**src/rtl/bit_serial_alu_seq.sv**
```systemverilog
// bit_serial_alu_seq: drives a shared 1-bit ALU slice through a WIDTH-bit
// operation, one bit per clock, LSB first. The carry is held between bits,
// and the serial result is reassembled into a parallel word with carry and
// zero flags.
// Optional build macro: ALU_SEQ_SUB_EN enables subtract (op 00 with sub=1,
// computed as a + ~b + 1).
module bit_serial_alu_seq #(
   parameter int WIDTH = 8
) (
   input  logic             clk,
   input  logic             rst,
   input  logic             start,
   input  logic [1:0]       op,
   input  logic             sub,
   input  logic [WIDTH-1:0] a,
   input  logic [WIDTH-1:0] b,
   output logic             alu_rs1,
   output logic             alu_rs2,
   output logic             alu_cin,
   output logic [1:0]       alu_op,
   input  logic             alu_result,
   input  logic             alu_cout,
   output logic             busy,
   output logic             done,
   output logic [WIDTH-1:0] result,
   output logic             carry,
   output logic             zero
);

   localparam int CW = (WIDTH > 1) ? $clog2(WIDTH) : 1;

   typedef enum logic [1:0] {
      S_IDLE,
      S_RUN,
      S_DONE
   } state_t;

   state_t           state;
   state_t           state_nxt;
   logic [CW-1:0]    cnt;
   logic [WIDTH-1:0] sh_a;
   logic [WIDTH-1:0] sh_b;
   logic [WIDTH-1:0] res_sh;
   logic [WIDTH-1:0] res_next;
   logic [1:0]       op_q;
   logic             cy;
   logic             accept;
   logic             last_bit;
   logic             sub_load;
   logic             sub_q;

   assign last_bit = (cnt == CW'(WIDTH - 1));
   assign res_next = {alu_result, res_sh[WIDTH-1:1]};
   assign result   = res_sh;

`ifdef ALU_SEQ_SUB_EN
   // A subtract is an ADD whose carry starts at 1 and whose second operand is inverted.
   assign sub_load = (op == 2'b00) && sub;

   // Remember whether the current operation is a subtract, for the rs2 inversion.
   always_ff @(posedge clk or posedge rst) begin
      if (rst) begin
         sub_q <= 1'b0;
      end else if (accept) begin
         sub_q <= sub_load;
      end
   end
`else
   logic unused_sub;

   // Without subtract support the sub input is ignored; the port stays for integration.
   assign unused_sub = sub;
   assign sub_load   = 1'b0;
   assign sub_q      = 1'b0;
`endif

   // State register.
   always_ff @(posedge clk or posedge rst) begin
      // NOTE: sequential state uses non-blocking assignments so every flop samples pre-edge values.
      if (rst) begin
         state <= S_IDLE;
      end else begin
         state <= state_nxt;
      end
   end

   // Next-state decode and slice/handshake outputs.
   always_comb begin
      // NOTE: every output gets a default first, so no path through the case can infer a latch.
      state_nxt = state;
      accept    = 1'b0;
      busy      = 1'b0;
      done      = 1'b0;
      alu_rs1   = 1'b0;
      alu_rs2   = 1'b0;
      alu_cin   = 1'b0;
      alu_op    = op_q;
      case (state)
         S_IDLE: begin
            if (start) begin
               accept    = 1'b1;
               state_nxt = S_RUN;
            end
         end
         S_RUN: begin
            busy    = 1'b1;
            alu_rs1 = sh_a[0];
            alu_rs2 = sh_b[0] ^ sub_q;
            alu_cin = cy;
            if (last_bit) begin
               state_nxt = S_DONE;
            end
         end
         S_DONE: begin
            done = 1'b1;
            if (start) begin
               accept    = 1'b1;
               state_nxt = S_RUN;
            end else begin
               state_nxt = S_IDLE;
            end
         end
         default: state_nxt = S_IDLE;
      endcase
   end

   // Operand and result shifters, bit counter, carry flop and final flags.
   always_ff @(posedge clk or posedge rst) begin
      if (rst) begin
         sh_a   <= '0;
         sh_b   <= '0;
         res_sh <= '0;
         op_q   <= 2'b00;
         cnt    <= '0;
         cy     <= 1'b0;
         carry  <= 1'b0;
         zero   <= 1'b0;
      end else if (accept) begin
         sh_a <= a;
         sh_b <= b;
         op_q <= op;
         cnt  <= '0;
         cy   <= sub_load;
      end else if (state == S_RUN) begin
         sh_a   <= sh_a >> 1;
         sh_b   <= sh_b >> 1;
         res_sh <= res_next;
         cy     <= alu_cout;
         cnt    <= cnt + 1'b1;
         if (last_bit) begin
            // Flags are captured on the final edge so they are valid from DONE onward.
            carry <= (op_q == 2'b00) && alu_cout;
            zero  <= (res_next == '0);
         end
      end
   end

endmodule

```
**config.mk**
```make
export PLATFORM = sky130hd
export DESIGN_NAME = bit_serial_alu_seq
export DESIGN_NICKNAME = d
export VERILOG_FILES = /design/src/rtl/bit_serial_alu_seq.sv
export SDC_FILE = /design/constraint.sdc
export NUM_CORES = 1
export LEC_CHECK = 0
export CAP_MARGIN = 20
export CORE_MARGIN = 2
export CORE_UTILIZATION = 42
export DETAILED_ROUTE_END_ITERATION = 10
export GPL_TIMING_DRIVEN = 0
export PLACE_DENSITY = 0.74
export SYNTH_ARGS = -nofsm -noshare
export SYNTH_HDL_FRONTEND = slang
export SYNTH_SLANG_ARGS = --single-unit
```
**constraint.sdc**
```tcl
create_clock -name clk -period 1.1 [get_ports clk]
set_input_delay 0.275 -clock clk [delete_from_list [all_inputs] [get_ports clk]]
set_output_delay 0.275 -clock clk [all_outputs]
set_load 0.005 [all_outputs]
```
==> key figures <==
Global routing
  • Total track usage: 23.3%
  • Initial antenna violation count: 0
  • Pin count of the biggest net entering global routing: 19
  • GRT overflow: 0
  • Vias in the first global route: between 1000 and 1500
  • First-pass GRT wire length: 7.09 mm

Die
  • Initial Utilization: ~44%
  • Die Ht: roughly 64 µm
  • Io pins: 41
  • Die area: between 0.004 and 0.005 mm²
  • Die X: around 64 µm
  • Row count: 21
  • Core Area: around 0.0034 mm²

Critical path
  • Critical Path Start: state[1]
  • R2R Path End: sh_a[1]
  • Cell depth of the worst flop-to-flop path: 7
  • Worst endpoint required time: 0.82 ns
  • Reg-to-Reg Start: state[0]
  • Critical path type: reg -> out
  • R2r setup slk: -0.35 ns
  • Startpoint types: flop
  • Crit path max fanout: 4
  • Crit path to: alu_rs2
  • WP data arrival: approximately 1.3 ns
  • CP Capture Type: output port

STA
  • Clock Skews: approximately 0.011 ns
  • Slew at the pin closest to its max-slew limit: ~0.77 ns
  • Hold Slack: between 0.3 and 0.4 ns
  • Fin. Hold Viols: 0
  • Final period utilization: 146%
  • F_max: around 620 MHz
  • Final min period: roughly 1.6 ns
  • Final setup vio count: 50
  • Slew margin rel.: approximately half
  • RSZ-0062 raised after global routing: true
  • Final WS setup: -0.510 ns
  • Final Slew Violations: 0

Final layout
  • Number of diodes: 0
  • Commonest cells after routing, fill and taps aside: dfrtp_1 (33), nand2_1 (29), clkdlybuf4s50_1 (22), buf_4 (16), buf_6 (15)
  • Filler instances: between 200 and 250
  • Footprint of the multi-input gates: 781 µm²
  • Synth-to-layout area growth: 73.4%
  • Nets: about 260
  • Seq. cell area: 852 µm²
  • Most common cell after layout, fill and taps aside: dfrtp_1
  • Ratio of cells with drive above 1 in the final layout: approximately half

CTS
  • Sink Count: 34
  • Max H-tree Level: 2
  • Clock Latency Late Sink: roughly 0.35 ns
  • Cts hold-fix bufs: 0
  • Root Buffer: clkbuf_4
  • Buffer depth of the longest clock path: 2
  • Reg clk slew, reported paths: ~0.1 ns
  • TritonCTS Buffers: 5
  • TritonCTS clock tree: yes

Logic synthesis
  • Synth warnings: 0
  • Yosys top cell area share: ~57%
  • Syn avg cell area: 9.76 µm²
  • Post-Syn Nets: around 180
  • Ranking of synthesized cells by area: dfrtp_1 (57%), nand2_1 (11%), o22ai_1 (2.9%)
  • Synth cell types: 24
  • Gate Count Post-Synth: ~150
  • Sequential area share after synthesis: between 50% and 60%
  • Yosys top cell by area: dfrtp_1
  • Cell Area, Synth: about 0.0015 mm²
  • Synth Register Bits: 34

Placed design
  • DP Worst Slack: -0.664 ns
  • Post-DP HPWL: around 2.4 mm
  • Port bufs: 39
  • Final Wtd Congestion: 0.739

Run
  • Max cap viols: 0

Routing
  • WL/cell: between 15 and 20 µm
  • DRC violation count after routing: 0
  • Post-DR vias/cell: approximately 5.3
  • Post-route ant nets: 0
  • Final WL: approximately 4.8 mm
  • DR vias: 1448
  • Initial DRC Count: 86
  • TritonRoute pass-1 iters: 4

Power
  • Max rail drop VDD: 1380 µV
  • P per Cell Area: 2930 mW/mm²
  • Leakage: 1.21 nW

Status
  • Status: finished, violations left
  • Failing checks: setup timing

Min path
  • HP Class: in -> async
==> flip-flops by register name, summed over array words and instances (netlist names) <==
| register | count |
|---|---|
| result | 8 |
| sh_a | 8 |
| sh_b | 8 |
| cnt | 3 |
| alu_op | 2 |
| state | 2 |
| carry | 1 |
| cy | 1 |
| zero | 1 |
==> per-stage QoR <==
step                TNS (ns)  utilization [%]  instance area, µm²  instances  power [mW]
global placement      -35.29             58.8                1990        238        4.93
CTS                   -10.21             69.6                2360        270        6.69
detailed placement    -18.97             59.6                2020        239        5.08
finish                -10.54             76.4                2590        275        7.58
global route          -12.94             76.4                2590        275        8.03
floorplan             -0.432                -                1540        153        3.97
==> what timing repair did <==
action	in CTS	in global routing
pin swaps	12	18
gates cloned	2	3
gates resized for setup	121	41
setup buffers	23	7
endpoints found under the setup margin	50	51
==> cells in the mapped netlist, drive strengths merged <==
cell type	instances
nand2	47
dfrtp	34
nor2	11
buf	9
o22ai	7
nand3	6
nor3	6
a22oi	5
inv	4
o21ai	4
a21oi	3
a22o	3
a31oi	2
and2	2
ha	2
nand2b	2
nor2b	2
nor4	2
clkbuf	1
nand3b	1
==> worst min path at each step <==
stage,from,end,cells after the start
global placement,result[0],result[0],2
finish,rst,sh_a[6],2
detailed placement,result[0],result[0],2
global route,rst,sh_a[6],2
floorplan,op[0],alu_op[0],2
CTS,rst,result[6],2
==> metal layers <==
metal	track usage, %	vias up	part of all wire, %
met2	39.6	62	49
met5	0	-	0
met1	28.1	709	42
li1	-	660	-
met4	8.15	0	3.0
met3	6.61	17	5.8
==> report_power, final <==
group          internal, mW  leakage [nW]  switching, mW
clock network         0.241        0.0254          0.419
logic                  2.60         0.764           2.05
registers              1.83         0.423          0.440
==> cells by family (layout without fill, tap and decap cells) <==
family / after synthesis / in the layout / share of synthesized area [%]
AO/OA/AOI/OAI: 24 / 24 / 11.2
AND/OR/NAND/NOR: 79 / 79 / 22.8
buffers and inverters: 14 / 90 / 7.37
flip-flops: 34 / 34 / 57.0
adder cells (fa/ha/maj): 2 / 2 / 1.67
==> worst max-delay path: stages (launching register included) <==
cell and delay (ns):
dfrtp_1 0.41, nand2b_4 0.18, inv_6 0.08, buf_8 0.11, and2_4 0.13, buf_6 0.08
==> area by class of cell <==
cell class	instances	share of cell area, %
clock buffers	7	1.74
flip-flops and latches	34	32.9
plain buffers	9	5.17
well taps	46	2.22
repair buffers	70	27.1
inverters	4	0.773
multi-input cells	105	30.1
Note: power is estimated with default switching activity, not from simulation.
==> RTL change: new RTL, same flow settings <==
Register the output `alu_rs1`; this adds one clock of latency there. The other outputs are not delayed to match.
--- a/src/rtl/bit_serial_alu_seq.sv
+++ b/src/rtl/bit_serial_alu_seq.sv
@@ -35,4 +35,6 @@
       S_DONE
    } state_t;
+
+   logic alu_rs1_d;
 
    state_t           state;
@@ -92,5 +94,5 @@
       busy      = 1'b0;
       done      = 1'b0;
-      alu_rs1   = 1'b0;
+      alu_rs1_d = 1'b0;
       alu_rs2   = 1'b0;
       alu_cin   = 1'b0;
@@ -105,5 +107,5 @@
          S_RUN: begin
             busy    = 1'b1;
-            alu_rs1 = sh_a[0];
+            alu_rs1_d = sh_a[0];
             alu_rs2 = sh_b[0] ^ sub_q;
             alu_cin = cy;
@@ -156,4 +158,8 @@
    end
 
+   always_ff @(posedge clk) begin
+      alu_rs1 <= alu_rs1_d;
+   end
+
 endmodule
 
Check against the original RTL: not equivalent (a bounded check fails within 4 cycles, from zero or initial values and one cycle with rst high).
==> RTL change against the original RTL <==
  * The run still ends with negative setup slack left
  * Synthesized area up 1.3%
  * Die area grew 1.3%
  * Sequential cell count rose by 1
  * Clock power grew 20%
  * Worst setup slack better by 35 ps
  * Global-route usage down 0.53 points
  * Routed wire length down 4.2%
  * Synthesized cell count increased by 0.65%
  * Cell area is 0.77% lower
  * Via count shrank 1.1%
  * Total power fell by 1.9%
  * Largest power group unchanged
==> RTL change: results (changes against the original RTL) <==
Fillers: 218 (-4.4%)
Slowest CP cell: dfrtp_1
Worst R2R Path Depth: 6 (-1)
Final setup violation count: 50 (unchanged)
Delay-heaviest family, CP: flip-flops
GRT Overall Usage: 22.7% (-0.53 points)
Gpl congestion: 0.820 (+11%)
FF-to-FF End: cnt[2]
Vias in the first global route: 1450 (-2.4%)
R2R setup slack: -230 ps (+120 ps)
Hold crit path type: in2async
Per-cell routed wire length: 17.0 um (-3.2%)
Post-synthesis async set-or-reset flop share: 97.1% (-2.9 points)
Worst Max-Slew Pin Slew: 454 ps (-314 ps)
WP data arrival: 1300 ps (-30 ps)
Hpwl dp: 2420 um (-0.37%)
CP max stage delay: 400 ps
DR iter-0 viols: 71 (-17%)
Fin worst setup slack: -475 ps (+34.8 ps)
Final core occ: 75.8% (-0.59 points)
Layout cells sized above 1: 51.3% (+0.24 points)
Max IR drop VDD: 1.53 mV (+10%)
Clock Path Buffers: 2 (unchanged)
Failing checks: negative setup slack
Layout Nets: 251 (-1.6%)
Clock Latency Late Sink: 340 ps
Syn nets: 180 (+0.56%)
Sequential share of the synthesized area: 57.5% (+0.57 points)
DR pass1 iterations: 4 (unchanged)
Static leakage: 1.18 nW (-3.0%)
End of the critical path: alu_rs2
Status: finished with violations
Placed Area: 2040 um2 (+0.87%)
Dominant cells by area after synthesis: dfrtp_1 (56%), nand2_1 (11%), o22ai_1 (2.9%)
Clk_skew: 5.60 ps (-4.90 ps)
Distinct cells, synth: 25 (+4.2%)
Final setup TNS: -6860 ps (+3680 ps)
Vias/cell: 5.26 (about the same)
First-pass GRT wire length: 7040 um (-0.69%)
[RTL change: cell count changes in the layout (fill, tap and decap cells not counted), sizes merged]
cell / change
dfxtp: +1
inv: -1
clkinvlp: +1
buf: -3
clkdlybuf4s15: +1
clkbuf: -2
[RTL change: layout make-up]
type / instances / share of cell area [%]
Tap cell: 46 / 2.24
Sequential cell: 35 / 34.0
Inverter: 4 / 0.925
Timing Repair Buffer: 65 / 24.7
Clock buffer: 8 / 2.68
Buffer: 9 / 5.36
Multi-Input combinational cell: 105 / 30.1
[RTL change: worst min-delay path by stage]
stage / endpoint / depth (start not counted) / start / slack [ps]
floorplan: alu_op[0] / 2 / op[0] / 380
global placement: result[0] / 2 / result[0] / 460
detailed placement: result[0] / 2 / result[0] / 470
CTS: result[7] / 2 / rst / 390
global route: alu_op[1] / 2 / rst / 310
finish: sh_b[0] / 2 / rst / 290
[RTL change: kinds of logic after synthesis]
group / after synthesis / share of synthesized area, %
compound gates: 24 / 11.1
buf+inv: 14 / 7.27
fa+ha+maj: 2 / 1.65
simple gates: 79 / 22.5
flops: 35 / 57.5
[RTL change: metrics by stage]
stage | hold WS (ps) | total power, W | setup slack (ps) | instances
2_1_floorplan | 380 | 0.00401 | -98.8 | 154
3_3_place_gp | 462 | 0.00496 | -678 | 239
3_5_place_dp | 470 | 0.00509 | -652 | 240
4_1_cts | 391 | 0.00682 | -474 | 266
5_1_grt | 305 | 0.00786 | -537 | 272
6_report | 288 | 0.00744 | -475 | 272
[RTL change: what timing repair did]
| action | in CTS | in global routing |
|---|---|---|
| cloned | 4 | 0 |
| setup endpoints to repair | 50 | 50 |
| buffers inserted | 15 | 8 |
| resized for setup | 120 | 34 |
| pin swaps | 13 | 19 |
[RTL change: worst reg2reg max path: stages, from the launching register on]
cell     delay, ps
dfrtp_2        450
buf_6          130
buf_6          120
nor2b_4        110
buf_8          140
nor2_1          90
a22o_1         200
[RTL change: routing by layer]
metal | routed length [um] | track usage, %
met3 | 283 | 6.34
met4 | 162 | 9.51
met5 | 0 | 0
met1 | 1740 | 27.3
met2 | 2420 | 38.3
[RTL change: report_power, final]
part | total, W | internal, W | switching (W) | leakage, nW
sequential | 0.00233 | 0.00189 | 0.000442 | 0.430
combinational | 0.00432 | 0.00236 | 0.00196 | 0.708
clock | 0.000794 | 0.000376 | 0.000418 | 0.0386
total | 0.00744 | 0.00462 | 0.00282 | 1.18
